==> src/rtl/rtc_bus_pkg.sv <==
// rtc_bus_pkg: shared state encoding, default phase timings and transfer
// direction encodings for the RTC multiplexed address/data bus controller.
package rtc_bus_pkg;

    typedef enum logic [3:0] {
        IDLE,
        A_AD,
        A_CS,
        A_STB,
        A_REL,
        A_END,
        GAP,
        D_CS,
        D_STB,
        D_REL,
        D_END
    } state_t;

    localparam int DEF_DATA_W = 8;
    localparam int DEF_CNT_W  = 9;
    localparam int DEF_T_SU   = 10;
    localparam int DEF_T_WR   = 40;
    localparam int DEF_T_RD   = 40;
    localparam int DEF_T_HOLD = 10;
    localparam int DEF_T_GAP  = 20;

    localparam logic RW_WRITE = 1'b0;
    localparam logic RW_READ  = 1'b1;

    // Fixed phase order; D_END wraps back to IDLE.
    function automatic state_t next_phase(input state_t s);
        case (s)
            A_AD:    return A_CS;
            A_CS:    return A_STB;
            A_STB:   return A_REL;
            A_REL:   return A_END;
            A_END:   return GAP;
            GAP:     return D_CS;
            D_CS:    return D_STB;
            D_STB:   return D_REL;
            D_REL:   return D_END;
            default: return IDLE;
        endcase
    endfunction

endpackage

==> src/rtl/rtc_phase_timer.sv <==
// rtc_phase_timer: clearable dwell counter for one bus phase.
// Ports: clk, reset (async, active-high); clr restarts the count at 0 on the
// next edge; limit is the phase length in cycles; expire is high on the last
// cycle of the phase (count == limit-1).
module rtc_phase_timer #(
    parameter int CNT_W = 9
) (
    input  logic             clk,
    input  logic             reset,
    input  logic             clr,
    input  logic [CNT_W-1:0] limit,
    output logic             expire
);

    logic [CNT_W-1:0] cnt_q, cnt_d;

    always_comb begin
        cnt_d = clr ? '0 : cnt_q + 1'b1;
    end

    always_ff @(posedge clk or posedge reset) begin
        if (reset) cnt_q <= '0;
        else       cnt_q <= cnt_d;
    end

    assign expire = (cnt_q == limit - 1'b1);

endmodule

==> src/rtl/rtc_bus_ctrl.sv <==
// rtc_bus_ctrl: sequencer for the multiplexed address/data RTC bus. Each
// transaction is an address write phase, an idle gap, then a write or read
// data phase, with every phase length set by a parameter.
// Ports: clk, reset (async, active-high); start/rw/addr/wdata request from the
// sequencer, busy/done/rdata back to it; ad_n/cs_n/wr_n/rd_n active-low RTC
// strobes; bus_out/bus_oe drive the shared bus, bus_in reads it back.
// Build option: RTC_RD_SYNC_EN adds a 2-flop synchroniser on bus_in ahead of
// read capture.
module rtc_bus_ctrl
    import rtc_bus_pkg::*;
#(
    parameter int DATA_W = DEF_DATA_W,
    parameter int CNT_W  = DEF_CNT_W,
    parameter int T_SU   = DEF_T_SU,
    parameter int T_WR   = DEF_T_WR,
    parameter int T_RD   = DEF_T_RD,
    parameter int T_HOLD = DEF_T_HOLD,
    parameter int T_GAP  = DEF_T_GAP
) (
    input  logic              clk,
    input  logic              reset,
    input  logic              start,
    input  logic              rw,
    input  logic [DATA_W-1:0] addr,
    input  logic [DATA_W-1:0] wdata,
    output logic              busy,
    output logic              done,
    output logic [DATA_W-1:0] rdata,
    output logic              ad_n,
    output logic              cs_n,
    output logic              wr_n,
    output logic              rd_n,
    output logic [DATA_W-1:0] bus_out,
    output logic              bus_oe,
    input  logic [DATA_W-1:0] bus_in
);

    localparam int T_MAX = 2 ** CNT_W - 1;

    if (T_SU < 1 || T_SU > T_MAX || T_WR < 1 || T_WR > T_MAX ||
        T_RD < 1 || T_RD > T_MAX || T_HOLD < 1 || T_HOLD > T_MAX ||
        T_GAP < 1 || T_GAP > T_MAX) begin : g_bad_timing
        $error("rtc_bus_ctrl: every T_* must lie in 1..2**CNT_W-1");
    end

    localparam logic [CNT_W-1:0] L_SU   = CNT_W'(T_SU);
    localparam logic [CNT_W-1:0] L_WR   = CNT_W'(T_WR);
    localparam logic [CNT_W-1:0] L_RD   = CNT_W'(T_RD);
    localparam logic [CNT_W-1:0] L_HOLD = CNT_W'(T_HOLD);
    localparam logic [CNT_W-1:0] L_GAP  = CNT_W'(T_GAP);

    state_t            state_q, state_d;
    logic [DATA_W-1:0] addr_q, addr_d, wdata_q, wdata_d;
    logic              rw_q, rw_d;
    logic              busy_q, busy_d, done_q, done_d;
    logic [DATA_W-1:0] rdata_q, rdata_d;
    logic              ad_n_q, ad_n_d, cs_n_q, cs_n_d, wr_n_q, wr_n_d, rd_n_q, rd_n_d;
    logic [DATA_W-1:0] bus_out_q, bus_out_d;
    logic              bus_oe_q, bus_oe_d;
    logic [CNT_W-1:0]  limit;
    logic              expire, clr, accept, a_ph, d_ph, wr_dir;
    logic [DATA_W-1:0] cap;

`ifdef RTC_RD_SYNC_EN
    if (T_RD < 3) begin : g_bad_rd
        $error("rtc_bus_ctrl: T_RD must be >= 3 with the read synchroniser");
    end

    logic [DATA_W-1:0] sync1_q, sync2_q;

    always_ff @(posedge clk or posedge reset) begin
        if (reset) begin
            sync1_q <= '0;
            sync2_q <= '0;
        end else begin
            sync1_q <= bus_in;
            sync2_q <= sync1_q;
        end
    end

    assign cap = sync2_q;
`else
    assign cap = bus_in;
`endif

    rtc_phase_timer #(.CNT_W(CNT_W)) u_timer (
        .clk    (clk),
        .reset  (reset),
        .clr    (clr),
        .limit  (limit),
        .expire (expire)
    );

    always_comb begin
        limit   = (state_q inside {A_AD, A_CS, D_CS})          ? L_SU :
                  (state_q == A_STB)                           ? L_WR :
                  (state_q == D_STB)                           ? ((rw_q == RW_READ) ? L_RD : L_WR) :
                  (state_q inside {A_REL, A_END, D_REL, D_END}) ? L_HOLD :
                  (state_q == GAP)                             ? L_GAP : L_SU;
        accept  = (state_q == IDLE) && start;
        state_d = accept                          ? A_AD :
                  (state_q != IDLE && expire)     ? next_phase(state_q) : state_q;
        clr     = (state_d != state_q);
        addr_d  = accept ? addr  : addr_q;
        wdata_d = accept ? wdata : wdata_q;
        rw_d    = accept ? rw    : rw_q;
        // Pin values are decoded from the next state so they flip on the
        // same edge as the state register and leave the block registered.
        wr_dir    = (rw_d == RW_WRITE);
        a_ph      = state_d inside {A_AD, A_CS, A_STB, A_REL, A_END};
        d_ph      = state_d inside {GAP, D_CS, D_STB, D_REL, D_END};
        ad_n_d    = !(state_d inside {A_AD, A_CS, A_STB, A_REL});
        cs_n_d    = !(state_d inside {A_CS, A_STB, A_REL, D_CS, D_STB, D_REL});
        wr_n_d    = !(state_d == A_STB || (state_d == D_STB && wr_dir));
        rd_n_d    = !(state_d == D_STB && !wr_dir);
        bus_oe_d  = a_ph || (d_ph && wr_dir);
        bus_out_d = a_ph ? addr_d : (d_ph && wr_dir) ? wdata_d : '0;
        busy_d    = (state_d != IDLE);
        done_d    = (state_q == D_END) && (state_d == IDLE);
        // Capture on the edge that ends D_STB, i.e. where rd_n returns high.
        rdata_d   = (state_q == D_STB && expire && rw_q == RW_READ) ? cap : rdata_q;
    end

    always_ff @(posedge clk or posedge reset) begin
        if (reset) begin
            state_q   <= IDLE;
            addr_q    <= '0;
            wdata_q   <= '0;
            rw_q      <= RW_WRITE;
            busy_q    <= 1'b0;
            done_q    <= 1'b0;
            rdata_q   <= '0;
            ad_n_q    <= 1'b1;
            cs_n_q    <= 1'b1;
            wr_n_q    <= 1'b1;
            rd_n_q    <= 1'b1;
            bus_out_q <= '0;
            bus_oe_q  <= 1'b0;
        end else begin
            state_q   <= state_d;
            addr_q    <= addr_d;
            wdata_q   <= wdata_d;
            rw_q      <= rw_d;
            busy_q    <= busy_d;
            done_q    <= done_d;
            rdata_q   <= rdata_d;
            ad_n_q    <= ad_n_d;
            cs_n_q    <= cs_n_d;
            wr_n_q    <= wr_n_d;
            rd_n_q    <= rd_n_d;
            bus_out_q <= bus_out_d;
            bus_oe_q  <= bus_oe_d;
        end
    end

    assign busy    = busy_q;
    assign done    = done_q;
    assign rdata   = rdata_q;
    assign ad_n    = ad_n_q;
    assign cs_n    = cs_n_q;
    assign wr_n    = wr_n_q;
    assign rd_n    = rd_n_q;
    assign bus_out = bus_out_q;
    assign bus_oe  = bus_oe_q;

endmodule

==> config.mk <==
export PLATFORM = sky130hd
export DESIGN_NAME = rtc_bus_ctrl
export DESIGN_NICKNAME = d
export VERILOG_FILES = /design/src/rtl/rtc_bus_pkg.sv /design/src/rtl/rtc_phase_timer.sv /design/src/rtl/rtc_bus_ctrl.sv
export SDC_FILE = /design/constraint.sdc
export NUM_CORES = 1
export LEC_CHECK = 0
export ABC_CLOCK_PERIOD_IN_PS = 4800
export CAP_MARGIN = 20
export CORE_ASPECT_RATIO = 0.7
export CORE_MARGIN = 2
export CORE_UTILIZATION = 52
export CTS_CLUSTER_SIZE = 30
export DETAILED_ROUTE_END_ITERATION = 10
export GPL_TIMING_DRIVEN = 0
export HOLD_SLACK_MARGIN = 0.08
export PLACE_DENSITY = 0.81
export REMOVE_ABC_BUFFERS = 1
export SETUP_SLACK_MARGIN = 0.4
export SYNTH_ARGS = -nofsm -noshare
export SYNTH_HDL_FRONTEND = slang
export SYNTH_SLANG_ARGS = --single-unit
==> constraint.sdc <==
create_clock -name clk -period 4.8 [get_ports clk]
set_clock_uncertainty 0.15 [all_clocks]
set_input_delay 0.72 -clock clk [delete_from_list [all_inputs] [get_ports clk]]
set_output_delay 0.72 -clock clk [all_outputs]
set_load 0.01 [all_outputs]
After elaboration in Yosys (flattened, before gate mapping)
Memory sizes are Yosys's and may differ from the RTL's.
Cells that the tools add are included.
{"block": "classes", "addsub": 2, "n_eq_ne": 22, "muxes": 13, "bitwise_logic": 1, "reduce_logical": 24}
{"operator": "$eq A4 B3 Y1 const B", "count": 8}
{"operator": "$mux W8", "count": 4}
{"operator": "$eq A4 B4 Y1 const B", "count": 6}
{"operator": "$mux W6", "count": 3}
{"operator": "$eq A4 B2 Y1 const B", "count": 4}
{"operator": "$reduce_bool A4 Y1", "count": 4}
{"operator": "$mux W5", "count": 2}
{"operator": "$reduce_bool A5 Y1", "count": 2}
{"operator": "$add A9 B1 Y9 const B", "count": 1}
{"operator": "$eq A9 B9 Y1", "count": 1}
{"operator": "$mux W9", "count": 1}
{"operator": "$eq A4 B1 Y1 const B", "count": 2}
{"operator": "$logic_and A1 B1 Y1", "count": 8}
{"operator": "$logic_not A4 Y1", "count": 2}
{"operator": "$mux W4", "count": 2}
{"operator": "$sub A6 B1 Y7 const B", "count": 1}
{"operator": "$reduce_bool A6 Y1", "count": 1}
{"operator": "$logic_not A1 Y1", "count": 4}
{"operator": "$ne A4 B4 Y1", "count": 1}
{"operator": "$reduce_bool A3 Y1", "count": 1}
{"operator": "$logic_or A1 B1 Y1", "count": 2}
{"operator": "$mux W1", "count": 1}
{"operator": "$not A1 Y1", "count": 1}
{"block": "totals", "reg_bits": 53, "mem_bits_ro": 64, "input_bits": 28, "word_cells": 77, "n_memories": 1}
{"name": "(name not given)", "depth": 16, "width": 4, "rd": 1, "rd_ports_with_merged_regs": 0, "write_ports": 0, "line": "rtc_bus_pkg.sv:32", "rtl": "case (s)"}

Logic depth before layout (Yosys ltp)
Gate-level depths: netlist (run 1).
{"block": "depth", "word_depth": 16, "depth_mapped": 17}

Cells and area by module
A second synthesis (run 1) with hierarchy kept.
{"block": "unflattened", "cells_unflattened": 266, "area_unflattened_um2": 2880.3}
{"mod": "rtc_bus_ctrl", "instances": 1, "cells_each": 179, "area_each_um2": 2133.3, "seq_area_each_um2": 1106.1}
{"mod": "rtc_phase_timer", "instances": 1, "cells_each": 87, "area_each_um2": 747.0, "seq_area_each_um2": 225.2}

Least setup slack after synthesis (run 1)
No wires, ideal clock.
{"block": "synth_path", "path_type": "flip-flop to flip-flop", "startpoint": "register state_q[0]", "endpoint": "register bus_out_q[0] (netlist: bus_out[0])", "arrival_ns": 3.713, "required_ns": 4.504, "path_slack_ns": 0.791, "path_stages_with_launch": 16, "cell_sequence": "dfrtp_1 > inv_1 > ha_1 > or3b_4 > a21o_1 > o21ai_0 > ha_1 > xnor2_1 > a211o_1 > a21oi_1 > a41oi_1 > a31oi_4 > buf_6 > nor3_2 > a311oi_4 > nor3_2"}
{"block": "synth_between", "elab_chain_cells": 16, "word_cells_on_any_way": 45, "classes_between": "1 x add/sub; 21 x eq/ne; 12 x mux; 1 x bitwise; 9 x reduce/logical; 1 x memory"}
{"element": "from (decl)", "line": "rtc_bus_ctrl.sv:52", "rtl": "state_t state_q, state_d;"}
{"element": "from (signal assigned)", "line": "rtc_bus_ctrl.sv:140", "rtl": "state_q <= state_d;"}
{"element": "$eq A4 B3 Y1, or another cell as far along", "line": "rtc_bus_ctrl.sv:98", "rtl": "(state_q inside {A_REL, A_END, D_REL, D_END}) ? L_HOLD :"}
{"element": "$reduce_bool A4 Y1 or $mux W5 (tied branches)", "line": "rtc_bus_ctrl.sv:98, rtc_bus_ctrl.sv:99"}
{"element": "$mux W5", "line": "rtc_bus_ctrl.sv:98"}
{"element": "$mux W6", "line": "rtc_bus_ctrl.sv:97", "rtl": "(state_q == D_STB) ? ((rw_q == RW_READ) ? L_RD : L_WR) :"}
{"element": "$mux W6", "line": "rtc_bus_ctrl.sv:96", "rtl": "(state_q == A_STB) ? L_WR :"}
{"element": "$mux W6", "line": "rtc_bus_ctrl.sv:95", "rtl": "limit = (state_q inside {A_AD, A_CS, D_CS}) ? L_SU :"}
{"element": "$sub A6 B1 Y7", "line": "rtc_phase_timer.sv:26", "rtl": "assign expire = (cnt_q == limit - 1'b1);"}
{"element": "$eq A9 B9 Y1", "line": "rtc_phase_timer.sv:26"}
{"element": "[2 not listed]"}
{"element": "$mux W4 (*)", "line": "rtc_bus_ctrl.sv:101", "rtl": "state_d = accept ? A_AD :"}
{"element": "net state_d[2]", "line": "rtc_bus_ctrl.sv:52"}
{"element": "$eq A4 B3 Y1 or $eq A4 B4 Y1 (tied branches)", "line": "rtc_bus_ctrl.sv:111", "rtl": "d_ph = state_d inside {GAP, D_CS, D_STB, D_REL, D_END};"}
{"element": "$reduce_bool A5 Y1", "line": "rtc_bus_ctrl.sv:111"}
{"element": "$logic_and A1 B1 Y1", "line": "rtc_bus_ctrl.sv:117", "rtl": "bus_out_d = a_ph ? addr_d : (d_ph && wr_dir) ? wdata_d : '0;"}
{"element": "$mux W8", "line": "rtc_bus_ctrl.sv:117"}
{"element": "$mux W8 (*)", "line": "rtc_bus_ctrl.sv:117"}
{"element": "net bus_out_d[0]", "line": "rtc_bus_ctrl.sv:58", "rtl": "logic [DATA_W-1:0] bus_out_q, bus_out_d;"}
{"element": "to (signal assigned)", "line": "rtc_bus_ctrl.sv:151", "rtl": "bus_out_q <= bus_out_d;"}
{"element": "to (decl)", "line": "rtc_bus_ctrl.sv:58"}
The timed path passes the listed nets; every way through them passes the cells marked *.
A chain may end at the register's enable or synchronous reset.

Worst setup path after layout (run 1)
{"block": "layout_path", "startpoint": "register state_q[0]", "endpoint": "register bus_out_q[2] (netlist: bus_out[2])"}
{"block": "layout_between", "elab_chain_cells": 16, "word_cells_on_any_way": 45, "classes_between": "1 x add/sub; 21 x eq/ne; 12 x mux; 1 x bitwise; 9 x reduce/logical; 1 x memory"}
{"element": "$eq A4 B3 Y1, or another cell as far along", "line": "rtc_bus_ctrl.sv:98"}
{"element": "$reduce_bool A4 Y1 or $mux W5 (tied branches)", "line": "rtc_bus_ctrl.sv:98, rtc_bus_ctrl.sv:99"}
{"element": "$mux W5", "line": "rtc_bus_ctrl.sv:98"}
{"element": "$mux W6", "line": "rtc_bus_ctrl.sv:97"}
{"element": "$mux W6", "line": "rtc_bus_ctrl.sv:96"}
{"element": "$mux W6", "line": "rtc_bus_ctrl.sv:95"}
{"element": "$sub A6 B1 Y7", "line": "rtc_phase_timer.sv:26"}
{"element": "$eq A9 B9 Y1", "line": "rtc_phase_timer.sv:26"}
{"element": "$logic_and A1 B1 Y1", "line": "rtc_bus_ctrl.sv:102", "rtl": "(state_q != IDLE && expire) ? next_phase(state_q) : state_q;"}
{"element": "$mux W4", "line": "rtc_bus_ctrl.sv:102"}
{"element": "$mux W4", "line": "rtc_bus_ctrl.sv:101"}
{"element": "$eq A4 B3 Y1 or $eq A4 B4 Y1 (tied branches)", "line": "rtc_bus_ctrl.sv:111"}
{"element": "$reduce_bool A5 Y1", "line": "rtc_bus_ctrl.sv:111"}
{"element": "$logic_and A1 B1 Y1", "line": "rtc_bus_ctrl.sv:117"}
{"element": "$mux W8", "line": "rtc_bus_ctrl.sv:117"}
{"element": "$mux W8 (*)", "line": "rtc_bus_ctrl.sv:117"}
{"element": "net bus_out_d[2]", "line": "rtc_bus_ctrl.sv:58"}
Marks and branches as above.

==> reports/results.ini, run 1 <==
[die]
coreArea_um2 = 5230
io_pins = 51
die-area_um2 = 6040
std_cell_rows = 22
die_h_um = 65.6
die_w_um = 92
start_util_pct = 53.9

[routing]
first_iter_violations = 237
first_pass_iters = 8
post_drt_wl_per_cell_um = 15.1
drt-vias-per-instance = 5.52
vias = 2286
drc = 0
routed_wl_mm = 6.25
ant_nets = 0

[worst_setup_path]
critPathMaxFanout = 9
path_depth = 16
cp_top_family = compound AO/OA/AOI/OAI gates
path_cells = inv_1 > ha_1 > or3b_4 > a21o_1 > o21ai_1 > ha_1 > xnor2_1 > a211o_1 > a21oi_4 > a31oi_1 > a31oi_4 > clkinvlp_4 > nor3_2 > a311oi_4 > buf_12 > nor3_2
critical_path_buf_inv_count = 3
reg2regPathDepth = 16
worstPathRequired_ns = 4.87
end_kind = register
startpoint_type = register
critPathMaxStageDelay_ns = 0.46
worst-setup-path-type = reg2reg
arrival_ns = 4.26
cp_slowest_cell = dfrtp_2

[grt]
busiest_layer = met2
grt_first_pass_wirelength_mm = 10.0
grt_start_max_net_pins = 43
grt_util_all_layers_pct = 21.0
grtUsageMet2_pct = 33.2
grt_overflow = 0
grt_use_met3_pct = 4.47
use_met1_pct = 29.8
grt_antenna_before_repair = 0
grt_pass1_vias = 2066

[yosys]
synth_edf_count = 0
async_reset_ff_share_pct = 100
synthTopCellsByCount = nand2_1, dfrtp_1, nor2_1
ys_seq_elements = 53
ys_types = 51
syn_area_um2 = 2820
yosysSeqAreaShare_pct = 47.2
syn_area_per_cell_um2 = 9.96
synth_flop_cell = dfrtp_1
synth_top_area_share_pct = 43.5
synth_warnings = 0
syn_inst = 283
synth_top_area_cell = dfrtp_1
synth.area.top_cells = dfrtp_1, nand2_1, mux2_2
synth.most_common_cell = nand2_1

[cells_and_area]
final_layout_size_suffix_gt1_share_pct = 19.0
final_util_pct = 68.8
antenna-diode-count = 0
fin_nets = 376
fillers = 378
multi_input_area_um2 = 1420
seqCellArea_um2 = 1330
area_growth_pct = 27.6
fin_cells = 414

[placement]
dpl.hpwl_mm = 4.25
dp_slack_ns = -0.224
dp_cells = 394
numPortBuffers = 50
gp_congestion = 0.924

[timing]
period_minus_slack_ns = 4.19
setup_ws_ns = 0.607
rsz0062_at_grt = no
slew_violations = 0
setup_violations = 0
worst_pin_slew_ns = 0.814
finalHoldViolations = 0
min_period_over_period_pct = 87.3
max_freq_mhz = 239
relSlewSlack_pct = 45.6

[power_and_ir_drop]
max-vdd-ir-drop_mv = 0.152
p_switching_w = 0.000159
pwr-share-clk_pct = 34.3
pwr-share-seq_pct = 59.8
p_int_w = 0.000596
p_per_area_nw_per_um2 = 210
switching_share_pct = 21.1
comb_power_share_pct = 5.9
p_leak_nw = 1.63

[clock_tree]
cts_buffer_depth = 2
clock_latency_ns = 0.30
cts_made_buffers = 5
cts_tree = built
cts_sinks = 53
clkTransAtPathRegs_ns = 0.10
hold_buffers = 0
ctsRootBufferMaster = clkbuf_8
cts_htree_levels = 2

[hold_path]
hold_depth = 2
hp-class = reg2reg

[flow_run]
drv_cap = 0

[outcome]
outcome = complete, no violations

[layer usage]
layer	vias to the layer above	share of wire [%]
li1	1087	-
met1	1093	46
met2	100	45
met3	6	8.2
met4	0	1.0
met5	-	0
[power groups by stage]
stage / sequential [W] / combinational (W) / clock [W]
6_report: 0.000451 / 0.0000448 / 0.000259
5_1_grt: 0.000452 / 0.0000487 / 0.000283
4_1_cts: 0.000451 / 0.0000458 / 0.000264
3_5_place_dp: 0.000460 / 0.0000455 / 0
3_3_place_gp: 0.000460 / 0.0000428 / 0
2_1_floorplan: 0.000462 / 0.00000961 / 0
[flip-flops by register name, indices dropped and copies added, names as in the netlist]
| signal | cells |
|---|---|
| u_timer.cnt_q | 9 |
| addr_q | 8 |
| bus_out | 8 |
| rdata | 8 |
| wdata_q | 8 |
| state_q | 4 |
| ad_n | 1 |
| bus_oe | 1 |
| busy | 1 |
| cs_n | 1 |
| done | 1 |
| rd_n | 1 |
| rw_q | 1 |
| wr_n | 1 |
[cell families after synthesis]
family / count (synthesis) / share of synthesized area (%)
muxes: 16 / 6.75
buffers and inverters: 20 / 2.93
adders and majority gates: 7 / 3.11
AOI/OAI and AO/OA: 39 / 11.1
DFF: 53 / 47.2
and+or+nand+nor: 136 / 25.1
xor gates and xnor gates: 12 / 3.73
[repair_timing]
action                                  CTS  global route
gates cloned                              0             0
pin swaps                                 1             0
gates resized for setup                   1             6
setup buffers                             5             7
endpoints found under the setup margin   11            11
[worst reg2reg max path, delay by kind of cell (launching register included)]
family | cells | cell delay, ns
adders and majority gates | 2 | 0.48
AOI/OAI and AO/OA | 7 | 1.46
xor gates and xnor gates | 1 | 0.09
and+or+nand+nor | 3 | 0.93
DFF | 1 | 0.46
buffers and inverters | 3 | 0.52
[cell type report]
class                   instances  share of cell area [%]
clock buffers                   6                    2.30
clock inverters                 2                   0.383
inverters                       8                   0.939
multi-input cells             210                    39.5
flip-flops and latches         53                    37.1
well taps                      72                    2.51
repair buffers                 63                    17.3
[final timing paths]
check	startpoint	endpoint	slack, ns
max	state_q[0]	bus_out[2]	0.61
min	addr_q[3]	addr_q[3]	0.34
max reg2reg	state_q[0]	bus_out[2]	0.61
min reg2reg	addr_q[3]	addr_q[3]	0.34
max in group asynchronous	reset	state_q[1]	3.47
min in group asynchronous	reset	rdata[2]	0.51
[cells in the final DEF (no fill, tap or decap), drive strengths merged, types with 10 or more instances in the layout]
cell type | netlist | final
nor2 | 18 | 18
clkdlybuf4s50 | 0 | 50
a21oi | 15 | 15
buf | 2 | 13
nor3 | 21 | 21
nand2 | 65 | 65
dfrtp | 49 | 49
mux2 | 11 | 11
nand3 | 10 | 10
[stage by stage]
step	setup TNS, ns	hold WS, ns	power [W]	cell area [µm²]
finish	0	0.336	0.000755	3600
global route	0	0.357	0.000784	3600
CTS	0	0.331	0.000762	3530
detailed placement	-1.72	0.308	0.000506	3380
global placement	-0.913	0.305	0.000503	3360
floorplan	0	0.291	0.000471	2770
Power figures use the tool's default switching activity.
==> inputs of run 2 (changes only) <==
--- a/config.mk
+++ b/config.mk
@@ -9,12 +9,13 @@
 export CAP_MARGIN = 20
 export CORE_ASPECT_RATIO = 0.7
 export CORE_MARGIN = 2
-export CORE_UTILIZATION = 52
+export CORE_UTILIZATION = 54
+export CTS_BUF_LIST = sky130_fd_sc_hd__clkbuf_4
 export CTS_CLUSTER_SIZE = 30
 export DETAILED_ROUTE_END_ITERATION = 10
 export GPL_TIMING_DRIVEN = 0
 export HOLD_SLACK_MARGIN = 0.08
-export PLACE_DENSITY = 0.81
+export PLACE_DENSITY = 0.84
 export REMOVE_ABC_BUFFERS = 1
 export SETUP_SLACK_MARGIN = 0.4
 export SYNTH_ARGS = -nofsm -noshare
==> reports/results.ini, run 2 (synthesized netlist as in run 1, its figures left out) <==
[clock_tree]
cts_tree = built
cts_sinks = 53  ; unchanged
clkTransAtPathRegs_ns = 0.15  ; +0.05 ns
cts_made_buffers = 5  ; unchanged
cts_buffer_depth = 2  ; unchanged
cts_htree_levels = 2  ; unchanged
ctsRootBufferMaster = clkbuf_4
hold_buffers = 0  ; unchanged
clock_latency_ns = 0.38  ; +0.08 ns

[grt]
grt_pass1_vias = 2204  ; +6.7%
grt_util_all_layers_pct = 23.8  ; +2.7 points
grt_first_pass_wirelength_mm = 11.0  ; +9.5%
grt_antenna_before_repair = 0  ; unchanged
grt_start_max_net_pins = 45  ; +4.7%
grt_overflow = 0  ; unchanged

[power_and_ir_drop]
comb_power_share_pct = 6.0  ; about the same
pwr-share-seq_pct = 60.2  ; +0.4 points
p_leak_nw = 1.61  ; -0.72%
p_per_area_nw_per_um2 = 210  ; -0.18%
switching_share_pct = 21.4  ; +0.30 points
p_switching_w = 0.000161  ; +0.82%
pwr-share-clk_pct = 33.8  ; -0.5 points
max-vdd-ir-drop_mv = 0.134  ; -12%
power.total_w = 0.000751  ; -0.59%
p_int_w = 0.000590  ; -0.97%

[die]
coreArea_um2 = 4910  ; -6.1%
die-area_um2 = 5820  ; -3.5%
io_pins = 51  ; unchanged
std_cell_rows = 21  ; -4.5%
die_h_um = 64.5  ; -1.8%
die_w_um = 90.4  ; -1.8%
start_util_pct = 57.4  ; +3.5 points

[placement]
post_dp_cell_area_um2 = 3370  ; -0.11%
dpl.hpwl_mm = 4.27  ; +0.68%
dp_cells = 391  ; -0.76%
numPortBuffers = 50  ; unchanged
dp_slack_ns = -0.172  ; +0.0527 ns
gp_congestion = 0.853  ; -7.8%

[routing]
ant_nets = 0  ; unchanged
first_pass_iters = 4  ; -4
routed_wl_mm = 6.35  ; +1.6%
drt-vias-per-instance = 5.55  ; +0.45%
first_iter_violations = 249  ; +5.1%
vias = 2274  ; -0.52%
post_drt_wl_per_cell_um = 15.5  ; +2.6%
drc = 0  ; unchanged

[timing]
rsz0062_at_grt = no
worst_pin_slew_ns = 0.819  ; +0.00450 ns
setup_ws_ns = 0.703  ; +0.0955 ns
setup_violations = 0  ; unchanged
min_period_over_period_pct = 85.4  ; -2.0 points
max_freq_mhz = 244  ; +2.3%
period_minus_slack_ns = 4.10  ; -0.0955 ns
slew_violations = 0  ; unchanged
relSlewSlack_pct = 45.3  ; -0.30 points
finalHoldViolations = 0  ; unchanged

[worst_setup_path]
r2r_start = state_q[0]
worst-setup-path-type = reg2reg
critPathMaxFanout = 8  ; -1
worstPathRequired_ns = 4.94  ; +0.07 ns
arrival_ns = 4.23  ; -0.03 ns
end_kind = register
reg2reg_slack_ns = 0.70  ; +0.10 ns
r2r_end = bus_out[0]
reg2regPathDepth = 14  ; -2
startpoint_type = register

[hold_path]
hold_depth = 2  ; unchanged
hold_end = wdata_q[5]
hold_start = wdata_q[5]
hp-class = reg2reg

[cells_and_area]
antenna-diode-count = 0  ; unchanged
layout.cells.most_common_list = nand2_1, clkdlybuf4s50_1, dfrtp_1
final_layout_size_suffix_gt1_share_pct = 18.5  ; -0.53 points
fin_cells = 410  ; -0.97%
fin_nets = 375  ; -0.27%
finalInstanceArea_um2 = 3580  ; -0.42%
fillers = 343  ; -9.3%
area_growth_pct = 27.0
largest_reg_flops = 9  ; unchanged
final_common_cell = nand2_1
top_register = u_timer.cnt_q

[outcome]
outcome = complete, no violations

[flow_run]
drv_cap = 0  ; unchanged

## run 2: power by group through the flow
| stage | Sequential (W) | Clock (W) | Combinational (W) |
|---|---|---|---|
| after floorplan | 0.000462 | 0 | 0.00000961 |
| after global placement | 0.000460 | 0 | 0.0000429 |
| after detailed placement | 0.000460 | 0 | 0.0000458 |
| after CTS | 0.000452 | 0.000260 | 0.0000459 |
| after global routing | 0.000452 | 0.000277 | 0.0000490 |
| final | 0.000452 | 0.000254 | 0.0000451 |
## run 2: final cells by class
cell class	count	area [µm²]	area share (%)
sequential	53	1330	37.2
timing repair buffer	62	628	17.5
clock buffer	5	37.5	1.05
tap	69	86.3	2.41
inverter	8	33.8	0.943
multi-input combinational	210	1420	39.6
clock inverter	3	43.8	1.22
## run 2: stage by stage
stage / util (%) / TNS (ns) / hold slack [ns]
after detailed placement: 68.7 / -1.30 / 0.310
after floorplan: - / 0 / 0.291
final: 72.9 / 0 / 0.348
after global routing: 72.9 / 0 / 0.358
after global placement: 68.2 / -0.710 / 0.305
after CTS: 72.4 / 0 / 0.347
## run 2: how the worst max path moves through the flow
stage	from	endpoint	cells past startpoint
after floorplan	state_q[0]	bus_out[0]	15
after global placement	state_q[0]	bus_out[7]	15
after detailed placement	state_q[0]	bus_out[7]	15
after CTS	state_q[0]	bus_out[7]	16
after global routing	state_q[0]	bus_out[7]	15
final	state_q[0]	bus_out[0]	14
## run 2: layer usage
metal  vias up  global-route usage, %  wire (µm)
met3         8                   5.58        471
met2       103                   37.5       2910
li1       1085                      -          -
met4         0                   5.77         61
met5         -                      0          0
met1      1078                   33.8       2910
## run 2: critical path, cell delays in order, from the launching register on
cell	delay (ns)
dfrtp_2	0.48
inv_1	0.11
ha_1	0.29
or3b_4	0.45
a21o_1	0.25
o21ai_1	0.19
ha_1	0.19
xnor2_1	0.09
a211o_1	0.28
a21oi_2	0.27
nand3_4	0.19
mux2_2	0.38
mux2_2	0.36
nor3_1	0.28
nor3_2	0.06
## run 2: what timing repair did
item                                    4_1_cts  5_1_grt
resized for setup                             2        4
endpoints found under the setup margin       11       19
buffers inserted                              9        2
pin swaps                                     1        0
==> inputs of run 3 (changes only) <==
--- a/config.mk
+++ b/config.mk
@@ -5,12 +5,12 @@
 export SDC_FILE = /design/constraint.sdc
 export NUM_CORES = 1
 export LEC_CHECK = 0
-export ABC_CLOCK_PERIOD_IN_PS = 4800
 export CAP_MARGIN = 20
 export CORE_ASPECT_RATIO = 0.7
 export CORE_MARGIN = 2
 export CORE_UTILIZATION = 54
 export CTS_BUF_LIST = sky130_fd_sc_hd__clkbuf_4
+export CTS_CLUSTER_DIAMETER = 120
 export CTS_CLUSTER_SIZE = 30
 export DETAILED_ROUTE_END_ITERATION = 10
 export GPL_TIMING_DRIVEN = 0
==> results of run 3 <==
Final layout, timing and power as in run 2 (identical DEF).
